===== config.mk =====
export PLATFORM = sky130hd
export DESIGN_NAME = multicycle_ctrl_fsm_flat
export DESIGN_NICKNAME = d
export VERILOG_FILES = /design/src/rtl/multicycle_ctrl_fsm_if.sv /design/src/rtl/multicycle_ctrl_fsm.sv /design/src/flat_wrapper.sv
export SDC_FILE = /design/constraint.sdc
export NUM_CORES = 1
export LEC_CHECK = 0
export CAP_MARGIN = 20
export CORE_AREA = 2 2 89 48
export CTS_CLUSTER_SIZE = 40
export DETAILED_ROUTE_END_ITERATION = 6
export DIE_AREA = 0 0 91 50
export DONT_BUFFER_PORTS = 1
export GPL_TIMING_DRIVEN = 0
export PLACE_DENSITY = 0.67
export SETUP_SLACK_MARGIN = 0.02
export SYNTH_ARGS = -nofsm -noshare
export SYNTH_HDL_FRONTEND = slang
export SYNTH_SLANG_ARGS = --single-unit

===== constraint.sdc =====
create_clock -name clk -period 1.6 [get_ports clk]
set_input_delay 0.08 -clock clk [delete_from_list [all_inputs] [get_ports clk]]
set_output_delay 0.08 -clock clk [all_outputs]
set_load 0.005 [all_outputs]

===== src/rtl/multicycle_ctrl_fsm_if.sv =====
// Control/status bundle between the multicycle control FSM and the datapath.
// master = control FSM side, slave = datapath/memory side.
interface multicycle_ctrl_fsm_if;
  logic [5:0] op;
  logic [5:0] funct;
  logic       zero;
  logic       mem_ready;
  logic       alu_done;
  logic [2:0] op_a;
  logic [5:0] alu_func;
  logic       alu_start;
  logic       alu_src;
  logic       reg_dst;
  logic       reg_we;
  logic       mem_to_reg;
  logic       mem_re;
  logic       mem_we;
  logic       ir_we;
  logic       pc_we;
  logic       pc_src;
  logic       fault;
  logic [3:0] state;

  modport master (
    input  op, funct, zero, mem_ready, alu_done,
    output op_a, alu_func, alu_start, alu_src, reg_dst, reg_we, mem_to_reg,
           mem_re, mem_we, ir_we, pc_we, pc_src, fault, state
  );

  modport slave (
    output op, funct, zero, mem_ready, alu_done,
    input  op_a, alu_func, alu_start, alu_src, reg_dst, reg_we, mem_to_reg,
           mem_re, mem_we, ir_we, pc_we, pc_src, fault, state
  );
endinterface


===== src/rtl/multicycle_ctrl_fsm.sv =====
// Multicycle MIPS-subset main control FSM: FETCH/DECODE/EXECUTE/MEM/WB sequencing
// with bounded waits on memory and the iterative MULT/DIV unit.
module multicycle_ctrl_fsm #(
  parameter logic [2:0] OPA_EXEC = 3'b010,
  parameter int         WAIT_MAX = 8
) (
  input  logic                        clk,
  input  logic                        rst,
  multicycle_ctrl_fsm_if.master       bus
);

  typedef enum logic [3:0] {
    S_FETCH    = 4'd0,
    S_DECODE   = 4'd1,
    S_EXEC_R   = 4'd2,
    S_EXEC_MD  = 4'd3,
    S_EXEC_I   = 4'd4,
    S_MEM_ADDR = 4'd5,
    S_MEM_RD   = 4'd6,
    S_MEM_WB   = 4'd7,
    S_MEM_WR   = 4'd8,
    S_BRANCH   = 4'd9,
    S_WB       = 4'd10,
    S_FAULT    = 4'd15
  } state_t;

  localparam logic [5:0] OP_RTYPE = 6'b000000;
  localparam logic [5:0] OP_BEQ   = 6'b000100;
  localparam logic [5:0] OP_LW    = 6'b100011;
  localparam logic [5:0] OP_SW    = 6'b101011;
  localparam logic [7:0] CNT_LAST = 8'(WAIT_MAX - 1);

  state_t     r_state;
  logic [7:0] r_cnt;
  state_t     w_next;
  logic [7:0] w_cnt_next;
  logic       w_limit;
  logic       w_wait_state;

  always_ff @(posedge clk) begin
    if (rst) begin
      r_state <= S_FETCH;
      r_cnt   <= 8'd0;
    end else begin
      r_state <= w_next;
      r_cnt   <= w_cnt_next;
    end
  end

  assign w_limit      = (r_cnt == CNT_LAST);
  assign w_wait_state = (r_state == S_FETCH) || (r_state == S_EXEC_MD) ||
                        (r_state == S_MEM_RD) || (r_state == S_MEM_WR);

  always_comb begin
    w_next         = r_state;
    w_cnt_next     = r_cnt;
    bus.op_a       = 3'b000;
    bus.alu_func   = 6'b000000;
    bus.alu_start  = 1'b0;
    bus.alu_src    = 1'b0;
    bus.reg_dst    = 1'b0;
    bus.reg_we     = 1'b0;
    bus.mem_to_reg = 1'b0;
    bus.mem_re     = 1'b0;
    bus.mem_we     = 1'b0;
    bus.ir_we      = 1'b0;
    bus.pc_we      = 1'b0;
    bus.pc_src     = 1'b0;
    bus.fault      = 1'b0;
    bus.state      = r_state;

    case (r_state)
      S_FETCH: begin
        bus.mem_re = 1'b1;
        if (bus.mem_ready) begin
          bus.ir_we = 1'b1;
          bus.pc_we = 1'b1;
          w_next    = S_DECODE;
        end else if (w_limit) begin
          w_next = S_FAULT;
        end
      end
      S_DECODE: begin
        case (bus.op)
          OP_RTYPE: w_next = (bus.funct == 6'b011000 || bus.funct == 6'b011010)
                             ? S_EXEC_MD : S_EXEC_R;
          6'b001000, 6'b001010, 6'b001100, 6'b001101: w_next = S_EXEC_I;
          OP_LW, OP_SW: w_next = S_MEM_ADDR;
          OP_BEQ:       w_next = S_BRANCH;
          default:      w_next = S_FAULT;
        endcase
      end
      S_EXEC_R: begin
        bus.op_a     = OPA_EXEC;
        bus.alu_func = bus.funct;
        w_next       = S_WB;
      end
      S_EXEC_MD: begin
        bus.op_a      = OPA_EXEC;
        bus.alu_func  = bus.funct;
        // Counter is zero only on the first cycle of the visit.
        bus.alu_start = (r_cnt == 8'd0);
        if (bus.alu_done)  w_next = S_WB;
        else if (w_limit)  w_next = S_FAULT;
      end
      S_EXEC_I, S_MEM_ADDR: begin
        bus.op_a     = OPA_EXEC;
        bus.alu_func = bus.op;
        bus.alu_src  = 1'b1;
        if (r_state == S_EXEC_I)   w_next = S_WB;
        else if (bus.op == OP_LW)  w_next = S_MEM_RD;
        else                       w_next = S_MEM_WR;
      end
      S_MEM_RD: begin
        bus.mem_re = 1'b1;
        if (bus.mem_ready) w_next = S_MEM_WB;
        else if (w_limit)  w_next = S_FAULT;
      end
      S_MEM_WB: begin
        bus.reg_we     = 1'b1;
        bus.mem_to_reg = 1'b1;
        w_next         = S_FETCH;
      end
      S_MEM_WR: begin
        bus.mem_we = 1'b1;
        if (bus.mem_ready) w_next = S_FETCH;
        else if (w_limit)  w_next = S_FAULT;
      end
      S_BRANCH: begin
        bus.op_a     = OPA_EXEC;
        bus.alu_func = OP_BEQ;
        bus.pc_we    = bus.zero;
        bus.pc_src   = bus.zero;
        w_next       = S_FETCH;
      end
      S_WB: begin
        bus.reg_we  = 1'b1;
        bus.reg_dst = (bus.op == OP_RTYPE);
        w_next      = S_FETCH;
      end
      S_FAULT: begin
        bus.fault = 1'b1;
      end
      default: begin
        w_next = S_FAULT;
      end
    endcase

    // Wait counter restarts on every state change and counts idle cycles in wait states.
    if (w_next != r_state)
      w_cnt_next = 8'd0;
    else if (w_wait_state)
      w_cnt_next = r_cnt + 8'd1;
  end

endmodule

===== src/flat_wrapper.sv =====
// flat-port wrapper written by rule: the top's interface ports become plain ports
module multicycle_ctrl_fsm_flat 
#(
  parameter logic [2:0] OPA_EXEC = 3'b010,
  parameter int         WAIT_MAX = 8
)
  (clk, rst, bus_op, bus_funct, bus_zero, bus_mem_ready, bus_alu_done, bus_op_a, bus_alu_func, bus_alu_start, bus_alu_src, bus_reg_dst, bus_reg_we, bus_mem_to_reg, bus_mem_re, bus_mem_we, bus_ir_we, bus_pc_we, bus_pc_src, bus_fault, bus_state);
  multicycle_ctrl_fsm_if bus_i ();
  input  logic clk;
  input  logic rst;
  input wire logic [$bits(bus_i.op)-1:0] bus_op;
  input wire logic [$bits(bus_i.funct)-1:0] bus_funct;
  input wire logic [$bits(bus_i.zero)-1:0] bus_zero;
  input wire logic [$bits(bus_i.mem_ready)-1:0] bus_mem_ready;
  input wire logic [$bits(bus_i.alu_done)-1:0] bus_alu_done;
  output wire logic [$bits(bus_i.op_a)-1:0] bus_op_a;
  output wire logic [$bits(bus_i.alu_func)-1:0] bus_alu_func;
  output wire logic [$bits(bus_i.alu_start)-1:0] bus_alu_start;
  output wire logic [$bits(bus_i.alu_src)-1:0] bus_alu_src;
  output wire logic [$bits(bus_i.reg_dst)-1:0] bus_reg_dst;
  output wire logic [$bits(bus_i.reg_we)-1:0] bus_reg_we;
  output wire logic [$bits(bus_i.mem_to_reg)-1:0] bus_mem_to_reg;
  output wire logic [$bits(bus_i.mem_re)-1:0] bus_mem_re;
  output wire logic [$bits(bus_i.mem_we)-1:0] bus_mem_we;
  output wire logic [$bits(bus_i.ir_we)-1:0] bus_ir_we;
  output wire logic [$bits(bus_i.pc_we)-1:0] bus_pc_we;
  output wire logic [$bits(bus_i.pc_src)-1:0] bus_pc_src;
  output wire logic [$bits(bus_i.fault)-1:0] bus_fault;
  output wire logic [$bits(bus_i.state)-1:0] bus_state;
  assign bus_i.op = bus_op;
  assign bus_i.funct = bus_funct;
  assign bus_i.zero = bus_zero;
  assign bus_i.mem_ready = bus_mem_ready;
  assign bus_i.alu_done = bus_alu_done;
  assign bus_op_a = bus_i.op_a;
  assign bus_alu_func = bus_i.alu_func;
  assign bus_alu_start = bus_i.alu_start;
  assign bus_alu_src = bus_i.alu_src;
  assign bus_reg_dst = bus_i.reg_dst;
  assign bus_reg_we = bus_i.reg_we;
  assign bus_mem_to_reg = bus_i.mem_to_reg;
  assign bus_mem_re = bus_i.mem_re;
  assign bus_mem_we = bus_i.mem_we;
  assign bus_ir_we = bus_i.ir_we;
  assign bus_pc_we = bus_i.pc_we;
  assign bus_pc_src = bus_i.pc_src;
  assign bus_fault = bus_i.fault;
  assign bus_state = bus_i.state;
  multicycle_ctrl_fsm #(.OPA_EXEC(OPA_EXEC), .WAIT_MAX(WAIT_MAX)) u_core (.clk(clk), .rst(rst), .bus(bus_i));
endmodule

==> metrics.md <==
| Metric | Value |
|---|---|
| Outcome | complete, but fails checks |
| Failing checks | setup timing |
| Total Die Area | 4550 um2 |
| Slew Viols, Final | 0 |
| PortBufs | 0 |
| Crit path capture type | flip-flop |
| Num CTS Buffers | 3 |
| Post-synth top area cell | dfxtp_1 |
| Worst r2r src | u_core.bus.state[1] |
| Combinational family with the most area after synthesis | simple AND/OR/NAND/NOR gates |
| Critical path arrival | 1.98 ns |
| Max_cap viols | 0 |
| Area of the multi-input gates | 1310 um2 |
| Synth top cells by count | 17 x nor2_1, 12 x a21oi_1, 12 x dfxtp_1 |
| Worst hold start | rst |
| Seq cells post-synth | 12 |
| Slowest cell delay on critical path | 0.45 ns |
| H-tree depth | 1 |
| Cell Chain, Critical Path | buf_8 -> nand3b_1 -> a21oi_4 -> o21ai_0 -> xor2_1 -> nor4_2 |
| Clock Latency Late Sink | 0.25 ns |
| Tmin final | 1.82 ns |
| Peak supply drop | 0.485 mV |
| Mean Syn Cell Area | 7.75 um2 |
| Main area contributors after synthesis | dfxtp_1 16%, nor2_1 4.3%, nor4_1 4.2% |
| Storage element area | 255 um2 |
| Nets | 239 |
| Via count | 1,707 |
| Synthesized instance count | 192 |
| ANT cells | 0 |
| Reg clk slew, reported paths | 0.05 ns |
| Clock tree sinks | 12 |
| Max_slew headroom | 61.9% |
| First-pass iteration count of the detailed router | 4 |
| Slowest CP cell | dfxtp_4 |
| Fill cells | 324 |
| Post-route clock period utilization | 114% |
| Final setup violation count | 19 |
| Hold path cells | 3 |
| Final WL | 5340 um |
| P_leak | 0.000763 uW |
| Crit path required time | 1.76 ns |
| Critical path type | reg2reg |
| Drt initial violations | 175 |
| Number of synthesized flops with an enable pin | 0 |
| CP Max Fanout | 8 |
| Final ANT Viol Nets | 0 |
| Min-delay worst type | in2reg |
| Rows | 16 |
| Largest net degree at the start of global routing | 11 |
| Post-Syn Area | 1490 um2 |
| Root Driver | clkbuf_8 |
| Post-Synth Simple-Gate Area | 36.2% |
| First-pass GRT wire length | 7600 um |
| WHS | 0.113 ns |
| Initial Util | 39.6% |
| Synth-to-layout area growth | 40.4% |
| R2R cell count | 6 |
| Vias in the first global route | 1,391 |
| CP Launch Type | flip-flop |
| Reg2reg setup slack | -0.22 ns |
| Synth cell types | 64 |
| WHS Endpoint | u_core.r_cnt[2] |
| Die Y | 50 um |
| Post-synth top area share | 16.1% |
| DR DRC count | 0 |
| Synthesis Warnings | 0 |
| Max Clock Freq | 548 MHz |
| Design area | 2090 um2 |
| Gpl congestion | 0.884 |
| Hold Vio Cnt, Final | 0 |
| GRT Residual Overflow | 0 |
| DP Wirelength | 3410 um |
| Ys async rst share | 0% |
| Worst Skew | 0.00134 ns |
| R2R Path End | u_core.r_cnt[2] |
| CTS tree | done |
| Initial antenna violation count | 0 |
| Top_reg_cell synth | dfxtp_1 |
| Die Wd | 91 um |
| Synth Area in Adders | 1.68% |
| Mux share of post-synthesis cell area | 1.34% |
| XOR/XNOR share of the synthesized area | 4.71% |
| Number of vias per cell | 6.25 |
| RSZ-0062 raised after global routing | yes |
| Share of cells above drive strength 1 | 40.6% |
| GRT Total Usage | 21.1% |
| Sequential-to-total area share from yosys stat | 16.1% |
| Core ar. | 3760 um2 |
| Tightest Pin Transition | 0.562 ns |
| Most instantiated library cell after synthesis | nor2_1 |
| Cell Area, Placed | 1620 um2 |
| Setup ws final | -0.225 ns |
| Pwr Density | 1450 nW/um2 |
| Routed len/inst | 19.6 um |
| Post-synthesis compound-gate area fraction | 30.0% |
| Maximum clock path buffer count | 2 |
| IO Count | 41 |
==> worst max-delay path, delay by kind of cell (launching register included) <==
family	cells	cell delay [ns]
AOI/OAI and AO/OA	2	0.47
xor gates and xnor gates	1	0.17
buffers and inverters	1	0.16
DFF	1	0.45
and+or+nand+nor	2	0.47
==> where the power goes <==
group / switching [uW] / leakage (uW) / internal, uW
clock network: 122 / 0.0000288 / 218
logic: 1210 / 0.000634 / 1020
registers: 95.5 / 0.000100 / 359
==> placed cells by master, fill, tap and decap left out, types with 5 or more instances in the layout <==
cell type  netlist  routed
a21oi_1         12       8
a22oi_1          7       6
buf_4            6      18
buf_6            2       7
dfxtp_1         12       8
inv_1            6       6
nand2_1         11       8
nor2_1          17      15
nor3_1           6       5
nor4_1          10       8
xor2_1           7       7
==> how the worst max path moves through the flow <==
stage | from | end | slack, ns | cells past startpoint
floorplan | u_core.r_cnt[7] | u_core.r_cnt[0] | -0.002 | 5
global placement | u_core.bus.state[1] | bus_alu_func[0] | -0.24 | 6
detailed placement | u_core.bus.state[3] | u_core.r_cnt[5] | -0.25 | 7
CTS | u_core.bus.state[3] | u_core.r_cnt[5] | -0.19 | 6
global route | u_core.bus.state[1] | u_core.r_cnt[2] | -0.35 | 6
finish | u_core.bus.state[1] | u_core.r_cnt[2] | -0.22 | 6
==> cell families (layout without fill, tap and decap cells) <==
logic type,count (synthesis),after routing
other,1,2
buffers and inverters,23,49
flip-flops,12,12
multiplexers,2,2
AO/OA/AOI/OAI,55,55
adder cells (fa/ha/maj),2,2
AND/OR/NAND/NOR,89,89
XOR/XNOR,8,8
==> flip-flops by register name (all words and copies together), names as in the netlist <==
register	count
u_core.r_cnt	8
u_core.bus.state	4
==> cell type report <==
type / count / share of cell area [%]
buffer: 16 / 7.48
inverter: 6 / 1.08
timing repair buffer: 23 / 10.8
clock buffer: 4 / 2.63
sequential: 12 / 12.2
multi-input combinational: 158 / 62.5
tap: 54 / 3.23
==> routing by layer <==
layer	up-vias	share of wire, %	track usage, %
li1	782	-	-
met1	811	46	31.8
met2	103	41	28.6
met3	11	12	7.65
met4	0	1.2	3.03
met5	-	0	0
==> stage by stage <==
stage               cells  setup WS [ns]  power, uW  TNS (ns)  util [%]
finish                273         -0.225       3030     -2.49      55.6
global route          273         -0.349       3200     -4.01      55.6
CTS                   259         -0.194       2540     -1.98      48.9
detailed placement    247         -0.250       2000     -3.16      43.0
global placement      247         -0.240       2000     -3.36      43.0
floorplan             193       -0.00160       1690   -0.0128         -
==> what timing repair did <==
item,in CTS,in global routing
buffers inserted,7,13
setup endpoints to repair,26,25
gates resized for setup,30,35
pin swaps,15,14
cloned,0,2
hold buffers,1,0
endpoints found under the hold margin,4,0
Note: power is estimated with default switching activity, not from simulation.
